`config.mk`:
```
export PLATFORM = sky130hd
export DESIGN_NAME = snake_pixel_writer
export DESIGN_NICKNAME = d
export VERILOG_FILES = /design/src/rtl/pixel_pkg.sv /design/src/rtl/snake_addr_gen.sv /design/src/rtl/snake_pixel_writer.sv
export SDC_FILE = /design/constraint.sdc
export NUM_CORES = 1
export LEC_CHECK = 0
export CORE_MARGIN = 1
export CORE_UTILIZATION = 50
export DETAILED_ROUTE_END_ITERATION = 8
export HOLD_SLACK_MARGIN = 0.12
export PLACE_DENSITY = 0.81
export SYNTH_ARGS = -nofsm -noshare
export SYNTH_HDL_FRONTEND = slang
export SYNTH_HIERARCHICAL = 1
export SYNTH_SLANG_ARGS = --single-unit
```
`constraint.sdc`:
```
create_clock -name clk -period 3.4 [get_ports clk]
set_clock_uncertainty 0.05 [all_clocks]
set_input_delay 0.68 -clock clk [delete_from_list [all_inputs] [get_ports clk]]
set_output_delay 0.68 -clock clk [all_outputs]
set_load 0.005 [all_outputs]
```
`src/rtl/pixel_pkg.sv`:
```
// rtl/pixel_pkg.sv - shared scan direction, scan order and writer FSM types
package pixel_pkg;

  typedef enum logic {FWD = 1'b0, REV = 1'b1} scan_dir_t;

  typedef enum logic {SNAKE = 1'b0, RASTER = 1'b1} scan_mode_t;

  typedef enum logic [1:0] {
    ST_IDLE  = 2'd0,
    ST_RUN   = 2'd1,
    ST_DRAIN = 2'd2,
    ST_DONE  = 2'd3
  } writer_state_t;

endpackage

```
`src/rtl/snake_addr_gen.sv`:
```
// rtl/snake_addr_gen.sv - scan position, direction and row base tracker for the pixel writer
module snake_addr_gen
  import pixel_pkg::*;
#(
  parameter int X_MAX = 5,
  parameter int Y_MAX = 5,
  parameter int MODE  = 0,
  localparam int XW = $clog2(X_MAX),
  localparam int YW = $clog2(Y_MAX),
  localparam int AW = $clog2(X_MAX * Y_MAX)
) (
  input  logic          clk,
  input  logic          rst,
  input  logic          init,
  input  logic          adv,
  input  logic [XW-1:0] max_x_in,
  input  logic [YW-1:0] max_y_in,
  output logic [XW-1:0] x,
  output logic [YW-1:0] y,
  output logic [AW-1:0] row_base,
  output logic          last
);

  localparam scan_mode_t MODE_E = scan_mode_t'(1'(MODE));

  logic [XW-1:0] x_q, x_d, max_x_q, max_x_d;
  logic [YW-1:0] y_q, y_d, max_y_q, max_y_d;
  logic [AW-1:0] row_base_q, row_base_d;
  scan_dir_t     dir_q, dir_d;

  logic x_at_end, x_at_start, row_end;

  assign x_at_end   = (x_q == max_x_q - XW'(1));
  assign x_at_start = (x_q == '0);

  // Snake frames end on the side the final row travels towards, which depends on row-count parity.
  always_comb begin
    row_end = x_at_end;
    if (MODE_E == SNAKE && !max_y_q[0]) row_end = x_at_start;
  end

  assign last = (y_q == max_y_q - YW'(1)) && row_end;

  always_comb begin
    x_d        = x_q;
    y_d        = y_q;
    dir_d      = dir_q;
    row_base_d = row_base_q;
    max_x_d    = max_x_q;
    max_y_d    = max_y_q;
    if (init) begin
      max_x_d    = max_x_in;
      max_y_d    = max_y_in;
      x_d        = '0;
      y_d        = '0;
      dir_d      = FWD;
      row_base_d = '0;
    end else if (adv && last) begin
      x_d        = '0;
      y_d        = '0;
      dir_d      = FWD;
      row_base_d = '0;
    end else if (adv) begin
      if (MODE_E == RASTER) begin
        if (x_at_end) begin
          x_d        = '0;
          y_d        = y_q + YW'(1);
          row_base_d = row_base_q + AW'(max_x_q);
        end else begin
          x_d = x_q + XW'(1);
        end
      end else if (dir_q == FWD) begin
        if (x_at_end) begin
          y_d        = y_q + YW'(1);
          dir_d      = REV;
          row_base_d = row_base_q + AW'(max_x_q);
        end else begin
          x_d = x_q + XW'(1);
        end
      end else begin
        if (x_at_start) begin
          y_d        = y_q + YW'(1);
          dir_d      = FWD;
          row_base_d = row_base_q + AW'(max_x_q);
        end else begin
          x_d = x_q - XW'(1);
        end
      end
    end
  end

  always_ff @(posedge clk) begin
    if (rst) begin
      x_q        <= '0;
      y_q        <= '0;
      dir_q      <= FWD;
      row_base_q <= '0;
      max_x_q    <= '0;
      max_y_q    <= '0;
    end else begin
      x_q        <= x_d;
      y_q        <= y_d;
      dir_q      <= dir_d;
      row_base_q <= row_base_d;
      max_x_q    <= max_x_d;
      max_y_q    <= max_y_d;
    end
  end

  assign x        = x_q;
  assign y        = y_q;
  assign row_base = row_base_q;

endmodule

```
`src/rtl/snake_pixel_writer.sv`:
```
// rtl/snake_pixel_writer.sv - scan-ordered pixel stream to raster SRAM writes; optional SNAKE_WRITER_BOUNDS_CHECK_EN
module snake_pixel_writer
  import pixel_pkg::*;
#(
  parameter int X_MAX  = 5,
  parameter int Y_MAX  = 5,
  parameter int DATA_W = 8,
  parameter int MODE   = 0,
  localparam int XW = $clog2(X_MAX),
  localparam int YW = $clog2(Y_MAX),
  localparam int AW = $clog2(X_MAX * Y_MAX)
) (
  input  logic              clk,
  input  logic              rst,
  input  logic              start,
  input  logic [XW-1:0]     max_x,
  input  logic [YW-1:0]     max_y,
  input  logic              in_valid,
  output logic              in_ready,
  input  logic [DATA_W-1:0] in_data,
  output logic              wr_en,
  input  logic              wr_ready,
  output logic [AW-1:0]     wr_addr,
  output logic [DATA_W-1:0] wr_data,
  output logic [XW-1:0]     curr_x,
  output logic [YW-1:0]     curr_y,
  output logic              busy,
  output logic              frame_done,
  output logic              addr_err
);

  writer_state_t     state_q, state_d;
  logic              wr_en_q, wr_en_d;
  logic [AW-1:0]     wr_addr_q, wr_addr_d;
  logic [DATA_W-1:0] wr_data_q, wr_data_d;

  logic          start_go, zero_size, accept, beat_ok, gen_last;
  logic [XW-1:0] gen_x;
  logic [YW-1:0] gen_y;
  logic [AW-1:0] gen_row_base, beat_addr;

  assign start_go  = (state_q == ST_IDLE) && start;
  assign zero_size = (max_x == '0) || (max_y == '0);
  assign in_ready  = (state_q == ST_RUN) && (!wr_en_q || wr_ready);
  assign accept    = in_valid && in_ready;
  assign beat_addr = gen_row_base + AW'(gen_x);

  snake_addr_gen #(
    .X_MAX (X_MAX),
    .Y_MAX (Y_MAX),
    .MODE  (MODE)
  ) u_addr_gen (
    .clk      (clk),
    .rst      (rst),
    .init     (start_go),
    .adv      (accept),
    .max_x_in (max_x),
    .max_y_in (max_y),
    .x        (gen_x),
    .y        (gen_y),
    .row_base (gen_row_base),
    .last     (gen_last)
  );

`ifdef SNAKE_WRITER_BOUNDS_CHECK_EN
  localparam int CW = AW + XW + YW;
  logic [CW-1:0] area_q, area_d;
  logic          addr_err_q, addr_err_d;
  logic          oob;

  assign oob     = (CW'(gen_row_base) + CW'(gen_x)) >= area_q;
  assign beat_ok = !oob;

  always_comb begin
    area_d     = area_q;
    addr_err_d = addr_err_q;
    if (start_go) begin
      area_d     = CW'(max_x) * CW'(max_y);
      addr_err_d = 1'b0;
    end else if (accept && oob) begin
      addr_err_d = 1'b1;
    end
  end

  always_ff @(posedge clk) begin
    if (rst) begin
      area_q     <= '0;
      addr_err_q <= 1'b0;
    end else begin
      area_q     <= area_d;
      addr_err_q <= addr_err_d;
    end
  end

  assign addr_err = addr_err_q;
`else
  assign beat_ok  = 1'b1;
  assign addr_err = 1'b0;
`endif

  always_comb begin
    state_d   = state_q;
    wr_en_d   = wr_en_q;
    wr_addr_d = wr_addr_q;
    wr_data_d = wr_data_q;
    if (wr_en_q && wr_ready) wr_en_d = 1'b0;
    if (accept) begin
      wr_en_d   = beat_ok;
      wr_addr_d = beat_addr;
      wr_data_d = in_data;
    end
    case (state_q)
      ST_IDLE:  if (start) state_d = zero_size ? ST_DONE : ST_RUN;
      ST_RUN:   if (accept && gen_last) state_d = ST_DRAIN;
      // Leave DRAIN as the final write completes so frame_done lands on the following cycle.
      ST_DRAIN: if (!wr_en_q || wr_ready) state_d = ST_DONE;
      ST_DONE:  state_d = ST_IDLE;
      default:  state_d = ST_IDLE;
    endcase
  end

  always_ff @(posedge clk) begin
    if (rst) begin
      state_q   <= ST_IDLE;
      wr_en_q   <= 1'b0;
      wr_addr_q <= '0;
      wr_data_q <= '0;
    end else begin
      state_q   <= state_d;
      wr_en_q   <= wr_en_d;
      wr_addr_q <= wr_addr_d;
      wr_data_q <= wr_data_d;
    end
  end

  assign wr_en      = wr_en_q;
  assign wr_addr    = wr_addr_q;
  assign wr_data    = wr_data_q;
  assign curr_x     = gen_x;
  assign curr_y     = gen_y;
  assign busy       = (state_q == ST_RUN) || (state_q == ST_DRAIN);
  assign frame_done = (state_q == ST_DONE);

endmodule
```
==> results of run 1 <==
## state kept, by name, summed over array words and instances, names as in the netlist
register	cells
state_q	2
u_addr_gen/dir_q	1
u_addr_gen/max_x_q	3
u_addr_gen/max_y_q	3
u_addr_gen/row_base	5
u_addr_gen/x	3
u_addr_gen/y	3
wr_addr	5
wr_data	8
wr_en	1
## metrics by stage
stage	instance area, µm²	utilization	power (mW)	worst slack (ns)
finish	2584	0.6459	1.283	0.7813
global placement	2505	0.6262	1.004	0.6233
global route	2584	0.6459	1.366	0.7360
CTS	2584	0.6459	1.293	0.7785
detailed placement	2505	0.6262	1.018	0.5887
floorplan	2081	-	0.8556	1.026
## critical path: cells and delay by family
kind / cells / cell delay, ns
AND/OR/NAND/NOR: 2 / 0.25
buffers and inverters: 2 / 0.96
## report_power, final
group | leakage [nW] | switching [mW] | internal (mW) | total, mW
clock | 0.0438 | 0.134 | 0.137 | 0.271
combinational | 0.630 | 0.253 | 0.255 | 0.509
sequential | 0.276 | 0.0553 | 0.448 | 0.503
total | 0.950 | 0.442 | 0.840 | 1.28
## final timing paths
path,from,to,slack (ns),depth (start not counted)
worst min-delay path,wr_addr[0],wr_addr[0],0.41,2
worst min register to register,wr_addr[0],wr_addr[0],0.41,2
worst max register to register,u_addr_gen/max_x_q[0],u_addr_gen/row_base[4],1.11,6
worst max-delay path,wr_ready,in_ready,0.78,4
## area by class of cell
class | count | area, µm²
tap | 50 | 62.56
clock buffer | 5 | 68.82
fill | 327 | 1416
sequential | 34 | 680.7
timing repair buffer | 45 | 440.4
multi-input combinational | 167 | 1276
inverter | 12 | 45.04
clock inverter | 2 | 10.01
## logic make-up after synthesis
group | Yosys count | synth area share
XOR/XNOR | 11 | 0.07456
flip-flops | 34 | 0.3271
multiplexers | 6 | 0.02886
adder cells (fa/ha/maj) | 17 | 0.1131
other | 1 | 0.001802
AND/OR/NAND/NOR | 78 | 0.2051
AO/OA/AOI/OAI | 54 | 0.1900
buffers and inverters | 24 | 0.05952
## metal layers
metal | track usage | vias to the layer above | part of all wire
met4 | 0.08511 | 0 | 0.014
met3 | 0.05137 | 6 | 0.046
li1 | - | 870 | -
met5 | 0 | - | 0
met2 | 0.3482 | 37 | 0.49
met1 | 0.2387 | 794 | 0.45
## Yosys cell counts (3+ instances only)
| library cell | count |
|---|---|
| o31ai_1 | 3 |
| o21ai_0 | 5 |
| ha_1 | 14 |
| or4_1 | 4 |
| buf_2 | 3 |
| nand3_1 | 6 |
| fa_1 | 3 |
| a21o_1 | 3 |
| dfxtp_1 | 34 |
| nor3_1 | 7 |
| a21oi_2 | 3 |
| nor2_1 | 9 |
| clkbuf_1 | 4 |
| nand4_1 | 4 |
| a21oi_1 | 21 |
| mux2i_1 | 6 |
| buf_6 | 3 |
| nand2_1 | 27 |
| a211oi_1 | 10 |
| inv_1 | 11 |
| xnor2_1 | 4 |
==> results.toml, run 1 <==
[route]
routed_wl_mm = 4.312
final_antenna_net_count = 0
wl_per_cell_um = 13.69
first_pass_iters = 4
route.detailed.drc = 0
via_per_inst = 5.419
num_vias = 1707
drtIter0Drc = 57

[worst_setup_path]
end_kind = "primary output"
cp_data_required_time_ns = 2.67
cpPeakStageDelay_ns = 0.49
criticalPathCategory = "in -> out"
worst_path_max_delay_cell = "clkdlybuf4s50_1"
path_cells = "clkdlybuf4s50_1 > nand2b_4 > and2_1 > clkdlybuf4s50_1"
path_common_cell = "clkdlybuf4s50_1"
cp-start-kind = "input port"
critPathMaxFanout = 3
cp.arrival_ns = 1.89

[sta]
fin_crit_ns = 2.619
fin_setup_tns_ns = 0
setup_viol = 0
rsz0062_at_grt = "false"
hold_violations = 0
clock.fmax_mhz = 381.9
timing.final.crit_share = 0.7702
drv_slew = 0
hold_ws_ns = 0.4089

[clocking]
clk_latency_ns = 0.28
cts_buffers = 5
clock_sinks = 34
cts-root-buf = "clkbuf_8"
cts_tree = "built"
post-cts-setup-buffer-count = 0
cts_resized = 0
cts.htree.levels = 2
hold_buffers = 0
cts_buffer_depth = 2
cts.clk_slew.worst_paths_ns = 0.06

[logic_synthesis]
seq_area_frac_synth = 0.3271
ys_warn_count = 6
synth_fp_nets = 261
async_flop_share = 0
ys_seq_elements = 34
yosys.area.top_type = "dfxtp_1"
ys_types = 54
synth_top_cells_by_area = "dfxtp_1, ha_1, a21oi_1, nand2_1, a211oi_1"
avgSynthCellArea_um2 = 9.248
synth_edf_count = 0
syn_inst = 225
synth.top_cell.area_share = 0.3271
synth_ff_type = "dfxtp_1"
mappedNetlistArea_um2 = 2081

[grt]
grt_pass1_vias = 1494
grt_max_degree = 24
grt_pass1_wl_mm = 6.713
grt_overflow_total = 0
grt_usage = 0.2031
antenna_found_initial = 0

[placement]
placed_cells = 308
dpl.hpwl_mm = 3.350
port_buffers = 41
place.gp.congestion = 0.8737

[flow_run]
cap_violations = 0

[floorplan]
io_pins = 43
start_util = 0.5202
die-height_um = 66.51
die_area_um2 = 4424
core_um2 = 4000
fp.dieW_um = 66.51
fp-row-count = 23

[final_layout]
insertedDiodeCount = 0
nets = 301
final_common_cell = "clkdlybuf4s50_1"
synthToLayoutAreaGrowth_pct = 24.17
final_cell_mix = "clkdlybuf4s50_1, dfxtp_1, nand2_1"
post_route_cells_drive_above_1_share = 0.1321
final_cells = 315

[power_and_ir_drop]
p_leak_nw = 0.9496
p_per_area_nw_per_um2 = 496.4
irDropWorstVdd_mv = 0.2529

[hold_path]
hold_class = "reg -> reg"

[run_status]
status = "completed"
Note: power is estimated with default switching activity, not from simulation.
==> run 2, diff against run 1 <==
==> constraint.sdc (replaced) <==
create_clock -name clk -period 2.54 [get_ports clk]
set_clock_uncertainty 0.05 [all_clocks]
set_input_delay 0.508 -clock clk [delete_from_list [all_inputs] [get_ports clk]]
set_output_delay 0.508 -clock clk [all_outputs]
set_load 0.005 [all_outputs]
==> results.toml, run 2 (synthesized netlist as in run 1, its figures left out) <==
[grt]
grt_overflow_total = 0
antenna_found_initial = 0
grt_use_met1 = 0.2662
grt_pass1_wl_mm = 7.031
grt_usage = 0.2109
grt_max_degree = 23
met3_usage = 0.04795
grt_most_used_layer = "met2"
use_met2 = 0.3469
grt_pass1_vias = 1548

[sta]
worst_pin_slew_ns = 0.5534
timing.final.crit_share = 0.9025
setup_viol = 0
drv_slew = 0
fin_ws_ns = 0.2476
fin_setup_tns_ns = 0
hold_violations = 0
rsz0062_at_grt = "false"
hold_ws_ns = 0.4066
slew_headroom = 0.6306
fin_crit_ns = 2.292
clock.fmax_mhz = 436.2

[clocking]
cts.clk_slew.worst_paths_ns = 0.07
cts-root-buf = "clkbuf_8"
cts_tree = "built"
hold_buffers = 0
cts.htree.levels = 2
clock_sinks = 34
cts_buffers = 5
clk_latency_ns = 0.29
cts_buffer_depth = 2
cts_resized = 0
post-cts-setup-buffer-count = 0

[route]
via_per_inst = 5.487
route.detailed.drc = 0
wl_per_cell_um = 13.69
first_pass_iters = 4
num_vias = 1745
drtIter0Drc = 109
final_antenna_net_count = 0
routed_wl_mm = 4.355

[floorplan]
fp-row-count = 23
die-height_um = 66.51
io_pins = 43
die_area_um2 = 4424
start_util = 0.5202
core_um2 = 4000
fp.dieW_um = 66.51

[run_status]
status = "completed"

[final_layout]
final_area_um2 = 2634
largest_reg_flops = 8
post_route_cells_drive_above_1_share = 0.1418
num-fill-cells = 336
insertedDiodeCount = 0
seq_area_um2 = 680.7
multi_input_area_um2 = 1276
final_cell_mix = "clkdlybuf4s50_1, dfxtp_1, nand2_1"
nets = 303
final_common_cell = "clkdlybuf4s50_1"
synthToLayoutAreaGrowth_pct = 26.58

[worst_setup_path]
criticalPathCategory = "in -> out"
end_kind = "primary output"
reg2reg_slack_ns = 0.32
cp_data_required_time_ns = 1.98
cp.arrival_ns = 1.73
cp-start-kind = "input port"
critPathMaxFanout = 3

[placement]
dpl.hpwl_mm = 3.204
place.gp.congestion = 0.8673
port_buffers = 41
placed_cell_area_um2 = 2520
dp_slack_ns = 0.1130

[power_and_ir_drop]
p_per_area_nw_per_um2 = 705.6
irDropWorstVdd_mv = 0.3290
p_leak_nw = 0.9657

[hold_path]
hold_class = "reg -> reg"

[flow_run]
cap_violations = 0
-- run 2: report_power, final --
part | internal [mW] | leakage, nW | total, mW | switching, mW
Combinational | 0.352 | 0.639 | 0.698 | 0.346
Sequential | 0.599 | 0.276 | 0.659 | 0.0608
Clock | 0.292 | 0.0504 | 0.501 | 0.209
Total | 1.24 | 0.966 | 1.86 | 0.616
-- run 2: cell type report --
class                           instances  area share
Clock buffer                            5     0.02613
Clock inverter                          3     0.01710
Inverter                               12     0.01710
Multi-Input combinational cell        167      0.4846
Sequential cell                        34      0.2584
Tap cell                               50     0.02375
Timing Repair Buffer                   47      0.1729
-- run 2: layer usage --
| layer | up-vias | wire [µm] | share of wire |
|---|---|---|---|
| met3 | 9 | 282 | 0.065 |
| met2 | 58 | 2082 | 0.48 |
| met5 | - | 0 | 0 |
| li1 | 882 | - | - |
| met1 | 796 | 1916 | 0.44 |
| met4 | 0 | 74 | 0.017 |
-- run 2: worst max-delay path: stages --
cell and delay [ns]:
clkdlybuf4s50_1 0.48, nand2b_4 0.13, and2_1 0.12, clkdlybuf4s50_1 0.49
-- run 2: final timing paths --
kind	startpoint	end	cells past startpoint
hold / removal	wr_addr[0]	wr_addr[0]	2
hold reg to reg	wr_addr[0]	wr_addr[0]	2
setup reg to reg	u_addr_gen/max_x_q[1]	u_addr_gen/row_base[3]	6
setup / recovery	wr_ready	in_ready	4
-- run 2: metrics by stage --
stage	utilization	std cells	power (mW)
after floorplan	-	225	1.145
after global placement	0.6300	310	1.358
after detailed placement	0.6300	310	1.369
after CTS	0.6584	318	1.870
after global routing	0.6584	318	1.978
final	0.6584	318	1.858
==> run 3, diff against run 2 <==
--- a/config.mk
+++ b/config.mk
@@ -9,7 +9,7 @@
 export CORE_UTILIZATION = 50
 export DETAILED_ROUTE_END_ITERATION = 8
 export HOLD_SLACK_MARGIN = 0.12
-export PLACE_DENSITY = 0.81
+export PLACE_DENSITY = 0.77
 export SYNTH_ARGS = -nofsm -noshare
 export SYNTH_HDL_FRONTEND = slang
 export SYNTH_HIERARCHICAL = 1
==> results.toml, run 3 (synthesized netlist as in run 1, its figures left out) <==
[grt]
grt_usage = 0.2126
antenna_found_initial = 0
grt_max_degree = 23
grt_overflow_total = 0
grt_pass1_wl_mm = 7.003
grt_pass1_vias = 1525

[sta]
rsz0062_at_grt = "false"
timing.final.crit_share = 0.9009
slew_headroom = 0.6480
clock.fmax_mhz = 437.0
fin_crit_ns = 2.288
setup_viol = 0
drv_slew = 0
fin_setup_tns_ns = 0
worst_pin_slew_ns = 0.5237
hold_violations = 0

[worst_setup_path]
cpPeakStageDelay_ns = 0.49
path_cells = "clkdlybuf4s50_1 > nand2b_4 > and2_1 > clkdlybuf4s50_1"
r2r-start = "u_addr_gen/max_x_q[1]"
path_buf_inv = 2
critPathTopFamily = "buffers and inverters"
path_common_cell = "clkdlybuf4s50_1"
end_kind = "primary output"
reg2reg_to = "u_addr_gen/row_base[3]"
reg2reg_slack_ns = 0.26
cp_data_required_time_ns = 1.98
reg2regPathDepth = 6
critPathMaxFanout = 3
criticalPathCategory = "in -> out"
worst_path_max_delay_cell = "clkdlybuf4s50_1"
cp.arrival_ns = 1.73
cp-start-kind = "input port"

[route]
via_per_inst = 5.438
num_vias = 1740
routed_wl_mm = 4.461
drtIter0Drc = 68
final_antenna_net_count = 0
first_pass_iters = 4
wl_per_cell_um = 13.94
route.detailed.drc = 0

[final_layout]
insertedDiodeCount = 0
final_cells = 320
post_route_cells_drive_above_1_share = 0.1481
largest_reg_flops = 8
nets = 305
final_cell_mix = "clkdlybuf4s50_1, dfxtp_1, nand2_1"
final_area_um2 = 2644
synthToLayoutAreaGrowth_pct = 27.06
final_common_cell = "clkdlybuf4s50_1"
num-fill-cells = 350

[hold_path]
hp-start = "wr_addr[3]"
min_to = "wr_addr[3]"
hold_depth = 2
hold_class = "reg -> reg"

[floorplan]
io_pins = 43
fp.dieW_um = 66.51
die-height_um = 66.51
fp-row-count = 23
die_area_um2 = 4424
core_um2 = 4000
start_util = 0.5202

[clocking]
hold_buffers = 0
cts.htree.levels = 2
post-cts-setup-buffer-count = 0
cts.clk_slew.worst_paths_ns = 0.07
cts_resized = 0
clock_sinks = 34
cts_buffer_depth = 2
cts_tree = "built"
cts_buffers = 5
clk_latency_ns = 0.28
cts-root-buf = "clkbuf_8"

[placement]
dpl.hpwl_mm = 3.374
placed_cells = 312
placed_cell_area_um2 = 2535
place.gp.congestion = 0.8361
port_buffers = 41

[power_and_ir_drop]
swShare = 0.3322
p_clk_frac = 0.263
p_leak_nw = 0.9841
p_per_area_nw_per_um2 = 704.6
combPwrFrac = 0.385
internal_power_mw = 1.244
seq_power_share = 0.352
p_switching_mw = 0.6188
irDropWorstVdd_mv = 0.3243

[run_status]
status = "completed"

[flow_run]
cap_violations = 0
run 3: power by group through the flow:
stage / clock, mW / sequential (mW) / combinational [mW]
floorplan: 0 / 0.661 / 0.484
global placement: 0 / 0.666 / 0.700
detailed placement: 0 / 0.669 / 0.708
CTS: 0.502 / 0.657 / 0.716
global route: 0.523 / 0.663 / 0.794
finish: 0.491 / 0.655 / 0.717
run 3: worst reg2reg max path, cell delays in order (launching register included):
cell	delay [ns]
dfxtp_1	0.45
inv_1	0.08
ha_1	0.35
xor2_2	0.30
a41oi_4	0.23
or4_1	0.52
a211oi_2	0.22
run 3: layout make-up:
class / instances / area (µm²) / share of cell area
repair buffers: 49 / 470.5 / 0.1779
clock buffers: 5 / 68.82 / 0.02603
well taps: 50 / 62.56 / 0.02366
flip-flops and latches: 34 / 680.7 / 0.2575
inverters: 12 / 45.04 / 0.01704
clock inverters: 3 / 40.04 / 0.01514
multi-input cells: 167 / 1276 / 0.4827
run 3: how the worst max path moves through the flow:
| stage | from | endpoint | slack [ns] | cells after the start |
|---|---|---|---|---|
| final | wr_ready | in_ready | 0.25 | 4 |
| after floorplan | state_q[1] | u_addr_gen/row_base[4] | 0.29 | 9 |
| after global routing | u_addr_gen/max_x_q[1] | u_addr_gen/row_base[3] | 0.15 | 6 |
| after CTS | wr_ready | in_ready | 0.24 | 4 |
| after global placement | wr_ready | u_addr_gen/row_base[2] | 0.15 | 8 |
| after detailed placement | wr_ready | u_addr_gen/y[2] | 0.07 | 7 |
run 3: layer usage:
layer / vias up / share of wire / track usage
met4: 0 / 0.017 / 0.08777
li1: 889 / - / -
met1: 803 / 0.44 / 0.2508
met5: - / 0 / 0
met3: 7 / 0.045 / 0.04452
met2: 41 / 0.50 / 0.3712
run 3: per-stage QoR:
step	total power [mW]	util	setup slack, ns	hold slack [ns]
finish	1.863	0.6609	0.2516	0.4035
global route	1.981	0.6609	0.1450	0.4166
CTS	1.874	0.6609	0.2368	0.4046
detailed placement	1.378	0.6337	0.07113	0.3955
global placement	1.366	0.6337	0.1526	0.3890
floorplan	1.145	-	0.2928	0.3983
